`config.mk`:
```
export PLATFORM = sky130hd
export DESIGN_NAME = aes_block_tx_sequencer
export DESIGN_NICKNAME = d
export VERILOG_FILES = /design/src/rtl/aes_block_tx_sequencer.sv
export SDC_FILE = /design/constraint.sdc
export NUM_CORES = 1
export LEC_CHECK = 0
export ABC_AREA = 1
export BUFFER_PORTS_ARGS = -buffer_cell sky130_fd_sc_hd__buf_2
export CAP_MARGIN = 25
export CORE_ASPECT_RATIO = 1.1
export CORE_MARGIN = 10
export CORE_UTILIZATION = 50
export CTS_BUF_LIST = sky130_fd_sc_hd__clkbuf_4
export DETAILED_ROUTE_END_ITERATION = 10
export GPL_TIMING_DRIVEN = 0
export MAX_ROUTING_LAYER = met4
export PLACE_DENSITY = 0.85
export SLEW_MARGIN = 20
export SYNTH_ARGS = -nofsm -noshare
export SYNTH_HDL_FRONTEND = slang
export SYNTH_SLANG_ARGS = --single-unit
```
`constraint.sdc`:
```
create_clock -name Clk -period 3.8 [get_ports Clk]
set_input_delay 0.19 -clock Clk [delete_from_list [all_inputs] [get_ports Clk]]
set_output_delay 0.19 -clock Clk [all_outputs]
set_load 0.03 [all_outputs]
```
`src/rtl/aes_block_tx_sequencer.sv`:
```
// Streams one accepted AES block as NUM_BYTES bytes into the serial byte transmitter.
// Optional trailer byte enabled by defining TX_FRAME_DELIM_EN.
module aes_block_tx_sequencer #(
    parameter int         NUM_BYTES  = 16,
    parameter bit         MSB_FIRST  = 1'b1,
    parameter logic [7:0] DELIM_BYTE = 8'h0A
) (
    input  logic                     Clk,
    input  logic                     Rst,
    input  logic [8*NUM_BYTES-1:0]   BlockIn,
    input  logic                     BlockValid,
    output logic                     BlockReady,
    output logic [7:0]               writeByte,
    output logic                     WriteEn,
    output logic                     loadNewByte,
    input  logic                     WriteByteReady,
    output logic                     Busy,
    output logic                     BlockDone
);

    localparam int BLOCK_W = 8 * NUM_BYTES;
    localparam int IDX_W   = $clog2(NUM_BYTES + 1);
`ifdef TX_FRAME_DELIM_EN
    localparam int LAST_INT = NUM_BYTES;
`else
    localparam int LAST_INT = NUM_BYTES - 1;
`endif
    localparam logic [IDX_W-1:0] LAST_IDX  = IDX_W'(LAST_INT);
    localparam logic [IDX_W-1:0] DELIM_IDX = IDX_W'(NUM_BYTES);
    localparam logic [IDX_W-1:0] IDX_ONE   = IDX_W'(1);

    typedef enum logic [1:0] {
        IDLE = 2'd0,
        LOAD = 2'd1,
        WAIT = 2'd2,
        DONE = 2'd3
    } state_t;

    function automatic logic [7:0] headByte(input logic [BLOCK_W-1:0] v);
        headByte = MSB_FIRST ? v[BLOCK_W-1 -: 8] : v[7:0];
    endfunction

    function automatic logic [BLOCK_W-1:0] advance(input logic [BLOCK_W-1:0] v);
        advance = MSB_FIRST ? (v << 8) : (v >> 8);
    endfunction

    state_t              state_r, nextState_s;
    logic [BLOCK_W-1:0]  shift_r, shiftNext_s;
    logic [IDX_W-1:0]    idx_r, idxNext_s;
    logic [7:0]          writeByte_r, writeByteNext_s;
    logic                blockReady_r, writeEn_r, loadNewByte_r, busy_r, blockDone_r;
    logic                blockReadyNext_s, writeEnNext_s, loadNewByteNext_s, busyNext_s, blockDoneNext_s;
    logic                lastByte_s;

    assign lastByte_s = (idx_r == LAST_IDX);

    // State, capture/shift register and byte index
    always_ff @(posedge Clk) begin
        if (Rst) begin
            state_r <= IDLE;
            shift_r <= {BLOCK_W{1'b0}};
            idx_r   <= {IDX_W{1'b0}};
        end else begin
            state_r <= nextState_s;
            shift_r <= shiftNext_s;
            idx_r   <= idxNext_s;
        end
    end

    // Next-state and datapath update
    always_comb begin
        nextState_s = state_r;
        shiftNext_s = shift_r;
        idxNext_s   = idx_r;
        case (state_r)
            IDLE: begin
                if (BlockValid) begin
                    nextState_s = LOAD;
                    shiftNext_s = BlockIn;
                    idxNext_s   = {IDX_W{1'b0}};
                end else begin
                    nextState_s = IDLE;
                end
            end
            LOAD: nextState_s = WAIT;
            WAIT: begin
                if (WriteByteReady && lastByte_s) begin
                    nextState_s = DONE;
                end else if (WriteByteReady) begin
                    nextState_s = LOAD;
                    shiftNext_s = advance(shift_r);
                    idxNext_s   = idx_r + IDX_ONE;
                end else begin
                    nextState_s = WAIT;
                end
            end
            DONE:    nextState_s = IDLE;
            default: nextState_s = IDLE;
        endcase
    end

    // Output values for the coming cycle, derived from the next state
    always_comb begin
        blockReadyNext_s  = (nextState_s == IDLE);
        writeEnNext_s     = (nextState_s == LOAD) || (nextState_s == WAIT);
        busyNext_s        = writeEnNext_s;
        loadNewByteNext_s = (nextState_s == LOAD);
        blockDoneNext_s   = (nextState_s == DONE);
        writeByteNext_s   = writeByte_r;
        if (nextState_s == LOAD) begin
`ifdef TX_FRAME_DELIM_EN
            if (idxNext_s == DELIM_IDX) begin
                writeByteNext_s = DELIM_BYTE;
            end else begin
                writeByteNext_s = headByte(shiftNext_s);
            end
`else
            writeByteNext_s = headByte(shiftNext_s);
`endif
        end else begin
            writeByteNext_s = writeByte_r;
        end
    end

    // Registered outputs
    always_ff @(posedge Clk) begin
        if (Rst) begin
            blockReady_r  <= 1'b1;
            writeEn_r     <= 1'b0;
            busy_r        <= 1'b0;
            loadNewByte_r <= 1'b0;
            blockDone_r   <= 1'b0;
            writeByte_r   <= 8'h00;
        end else begin
            blockReady_r  <= blockReadyNext_s;
            writeEn_r     <= writeEnNext_s;
            busy_r        <= busyNext_s;
            loadNewByte_r <= loadNewByteNext_s;
            blockDone_r   <= blockDoneNext_s;
            writeByte_r   <= writeByteNext_s;
        end
    end

    assign BlockReady  = blockReady_r;
    assign writeByte   = writeByte_r;
    assign WriteEn     = writeEn_r;
    assign loadNewByte = loadNewByte_r;
    assign Busy        = busy_r;
    assign BlockDone   = blockDone_r;

endmodule
```
# After elaboration in Yosys (flattened, before gate mapping)
# Index checks and enable logic that the tools add are counted.
totals:
  regBits: 147
  out_inout_bits: 13
  elab_cells: 38
  input_bits: 132
classes:
  add_sub_neg: 1
  n_mux: 12
  reduce_logical: 6
  n_eq_ne: 10
op_table:
  columns: ["op", "n"]
  rows:
  - ["$mux W128", 3]
  - ["$pmux W128 S2", 1]
  - ["$mux W5", 3]
  - ["$pmux W5 S2", 1]
  - ["$eq A2 B2 Y1 const B", 4]
  - ["$pmux W2 S4", 1]
  - ["$ne A2 B2 Y1 const B", 3]
  - ["$add A5 B1 Y5 const B", 1]
  - ["$eq A5 B4 Y1 const B", 1]
  - ["$eq A2 B1 Y1 const B", 2]
  - ["$logic_not A2 Y1", 2]
  - ["$mux W2", 2]
  - ["$reduce_and A4 Y1", 1]
  - ["$reduce_bool A2 Y1", 1]
  - ["$logic_and A1 B1 Y1", 1]
  - ["$logic_or A1 B1 Y1", 1]
  - ["$mux W1", 1]

# Depth between registers and ports, before layout
logic_depth:
  depth_word: 6
  mapped_depth: 14
  depth_no_buf: 12

# Worst setup path before layout
# No wires, ideal clock.
synth_timing:
  kind: "register to register"
  start: "reg idx_r[0]"
  end: "reg writeByte_r[1] (netlist: writeByte[1])"
  n_path_buf: 2
  slack_ns: 1.753
  path_stages_with_launch: 14
  t_arrival_ns: 1.938
  required_time_ns: 3.691
  cell_sequence: "dfxtp_1 > ha_1 > nand2_1 > nor2_1 > ha_1 > o21ai_0 > nand2_1 > inv_1 > ha_1 > clkbuf_1 > clkbuf_1 > nand3_1 > nand2_1 > inv_1"
synth_between:
  elab_chain_len: 5
  word_cells_on_any_way: 7
  classes_between: "eq/ne: 2; mux: 4; reduce/logical: 1"
synth_lines:
  columns: ["element", "line_no", "rtl"]
  rows:
  - ["start: declaration", "49", "logic [IDX_W-1:0] idx_r, idxNext_s;"]
  - ["start signal: assignment", "62", "idx_r <= {IDX_W{1'b0}};"]
  - ["start signal: assignment", "66", "idx_r <= idxNext_s;"]
  - ["$eq A5 B4 Y1", "55", "assign lastByte_s = (idx_r == LAST_IDX);"]
  - ["$logic_and A1 B1 Y1", "87", "if (WriteByteReady && lastByte_s) begin"]
  - ["$mux W2", "87", null]
  - ["$pmux W2 S4", "75", "case (state_r)"]
  - ["named net nextState_s[1]", "47", "state_t state_r, nextState_s;"]
  - ["$eq A2 B1 Y1", "110", "if (nextState_s == LOAD) begin"]
  - ["end signal: assignment", "140", "writeByte_r <= writeByteNext_s;"]
  - ["end: declaration", "50", "logic [7:0] writeByte_r, writeByteNext_s;"]
# The timed path passes the listed nets, and every way through them passes these cells. The select of a mux whose other input is x is not followed.
# A chain may end at the register's enable or synchronous reset.

# Worst setup path after layout
layout_timing:
  start: "reg idx_r[0]"
  end: "reg writeByte_r[0] (netlist: writeByte[0])"
# Same word-level chain as after synthesis.

==> impl_results.md <==
* Synthesis-to-finish area growth at 35.6%
* Worst-skew pair later-pin latency at 0.58 ns
* Synth cell count leaders: 253 x nand2_1, 244 x nor2_1, 147 x dfxtp_1
* Initial drt markers at around 850
* Mapped Nets at 1203
* Relative slew slack at 58.0%
* Initial Utilization at 50.5%
* Height of the die at around 140 um
* Gpl congestion at 0.941
* RSZ-0062 raised after global routing: no
* FP Rows at 45
* Largest net degree at the start of global routing at 17
* GRT Resource Usage Total at 24.7%
* Synth Area in Simple Gates at 37.9%
* Cells after Synth at 1065
* Synth top area share at 42.4%
* Cell taking the most area after synthesis: dfxtp_1
* Pwr Total at 3.50 mW
* Number of antenna violations at the first check in global routing at 3
* Vias in the first global route at 7716
* EDFF count, synth at 0
* Num CTS Buffers at 17
* YS warnings at 0
* Synth Area in Adders at 1.08%
* Final WL at roughly 23000 um
* Crit-path cells: ha_1 -> nand2_1 -> nor2_1 -> ha_1 -> o21ai_0 -> nand2_1 -> inv_1 -> ha_1 -> clkbuf_1 -> clkbuf_1 -> nand3_1 -> nand2_1 -> inv_1
* Reg clk slew, reported paths at 0.11 ns
* Layout Nets at 1493
* Leakage at 4.62 nW
* Setup crit start kind: register
* CP max-delay cell: clkbuf_1
* TritonCTS Sinks at 147
* CP Capture Type: register
* Critical-path maximum fanout at 10
* Final WS setup at 1.14 ns
* Endpoints failing hold at 0
* Post-Syn Area at 6940 um^2
* Synth area leaders: dfxtp_1 42%, nand2_1 14%, nor2_1 13%
* Most frequent cell after synthesis: nand2_1
* Tcrit/Tclk final at between 60 and 70%
* Post-synthesis mux area share at 0%
* Port Buffers at 142
* Crit Path Category: reg -> reg
* CTS tree: done
* Synth Area in Compound Gates at 10.8%
* Max Slew Vio Count at 0
* Status: finished, final reports clean
* Root Driver: clkbuf_4
* Synth async-reset ratio at 0%
* Die Wd at 132 um
* DRC Markers at 0
* Met3 global-route usage at 4.12%
* Overflow left after global routing at 0
* Max Freq at around 380 MHz
* Via count at 8024
* Final TNS setup at 0 ns
* Worst-margin pin slew at 0.629 ns
* Routed Antenna Nets at 0
* Post-layout util at 68.6%
* Worst EP required at 4.28 ns
* Postcts setup bufs at 0
* Core area at between 10000 and 15000 um^2
* Die area at around 19000 um^2
* GR peak layer: met2
* Worst VDD drop at 0.211 mV
* Setup-failing EPs final at 0
* Worst slack, placed at ~1.3 ns
* Vias per cell at 5.15
* First-pass GRT wire length at about 37000 um
* Min-Delay Path Class: in -> reg
* Avg Inst Size Synth at 6.52 um^2
* Clock Path Buffers at 2
* Pre-Repair DR Iteration Count at 6
* Share of cells above drive strength 1 at 16.9%
* Max_cap viols at 0
* H-tree Lvls at 4
* M2 GR Usage at 40.1%
* Synth cell types at 22
* Ports at 145
* Main combinational cell family by area after synthesis: simple AND/OR/NAND/NOR gates
* Worst Path Arrival at 3.14 ns
* Minimum clock period at approximately 2.7 ns
* Synth Area in XOR/XNOR at 0%
* Hpwl dp at between 10000 and 15000 um
* Pwr/cell area at between 300 and 400 nW/um^2
* Final Skew at 0.0111 ns
* Top FF cell, synth: dfxtp_1
* Seq/Total Area, Yosys at a little over two fifths
* Fillers at 1110
* Synth Register Bits at around 150
* Hold slack at ~0.14 ns
* Delay of the slowest critical-path stage at between 0.4 and 0.5 ns
* Routing usage on met1 at 28.4%
* Routed len/inst at between 10 and 15 um
per-layer routing:
layer  part of all wire, %  wire length, um  vias up
met5                     0                0        -
met4                   4.5             1050        0
met3                   6.0             1390       97
met2                    48            11100      383
met1                    42             9650     3561
li1                      -                -     3983
path summary, 6_finish.rpt:
path,from,endpoint,cells after the start,slack (ns)
worst max-delay path,idx_r[0],writeByte[0],13,1.14
worst min register to register,shift_r[5],shift_r[5],2,0.47
worst max register to register,idx_r[0],writeByte[0],13,1.14
worst min-delay path,BlockValid,shift_r[120],5,0.14
cells by family (layout without fill, tap and decap cells):
logic type,Yosys count,after routing
AO/OA/AOI/OAI,145,145
adder cells (fa/ha/maj),6,6
buffers and inverters,123,425
flip-flops,147,147
other,0,3
AND/OR/NAND/NOR,644,644
state kept, by name, indices dropped and copies added, names as in the netlist:
signal / count
state_r: 2
idx_r: 5
Busy: 1
writeByte: 8
BlockDone: 1
BlockReady: 1
loadNewByte: 1
shift_r: 128
repair_timing:
item | in CTS | in global routing
hold buffers | 129 | 0
endpoints found under the hold margin | 130 | 0
resized for setup | 0 | 0
power breakdown:
part           internal, mW  switching, mW  leakage [nW]  total [mW]
logic                 0.350          0.500          3.27       0.850
registers              1.69         0.0859          1.21        1.78
clock network         0.344          0.532         0.137       0.875
cell type report:
| type | instances | area, um^2 | area share (%) |
|---|---|---|---|
| Inverter | 39 | 146 | 1.55 |
| Timing Repair Buffer | 271 | 2000 | 21.3 |
| Multi-Input combinational cell | 795 | 3450 | 36.6 |
| Sequential cell | 147 | 2940 | 31.2 |
| Clock inverter | 9 | 65.1 | 0.691 |
| Tap cell | 188 | 235 | 2.50 |
| Buffer | 84 | 403 | 4.28 |
| Antenna cell | 3 | 7.51 | 0.0797 |
| Clock buffer | 22 | 165 | 1.75 |
per-stage QoR:
step | cells | cell area, um^2
after floorplan | 1065 | 6940
after global placement | 1395 | 7890
after detailed placement | 1395 | 7890
after CTS | 1555 | 9410
after global routing | 1558 | 9420
final | 1558 | 9420
cell usage in the layout, fill, tap and decap left out:
master	count
nand2_1	253
nor2_1	244
buf_2	185
dfxtp_1	147
nand3_1	138
dlygate4sd3_1	129
o21ai_1	93
inv_1	36
clkbuf_1	31
o21ai_0	24
clkbuf_4	22
a21oi_1	19
buf_4	9
o21a_1	9
ha_1	6
clkinv_1	4
clkinv_2	4
diode_2	3
inv_2	3
nor2_4	2
nand2_2	2
nor2_2	1
nand2_4	1
buf_1	1
and3_1	1
nor3b_1	1
or2_2	1
bufinv_16	1
critical path, delay by kind of cell, from the launching register on:
family	cells	cell delay, ns
compound gates	1	0.21
simple gates	5	0.52
fa+ha+maj	3	0.58
flops	1	0.36
buf+inv	4	0.89
Note: power is estimated with default switching activity, not from simulation.
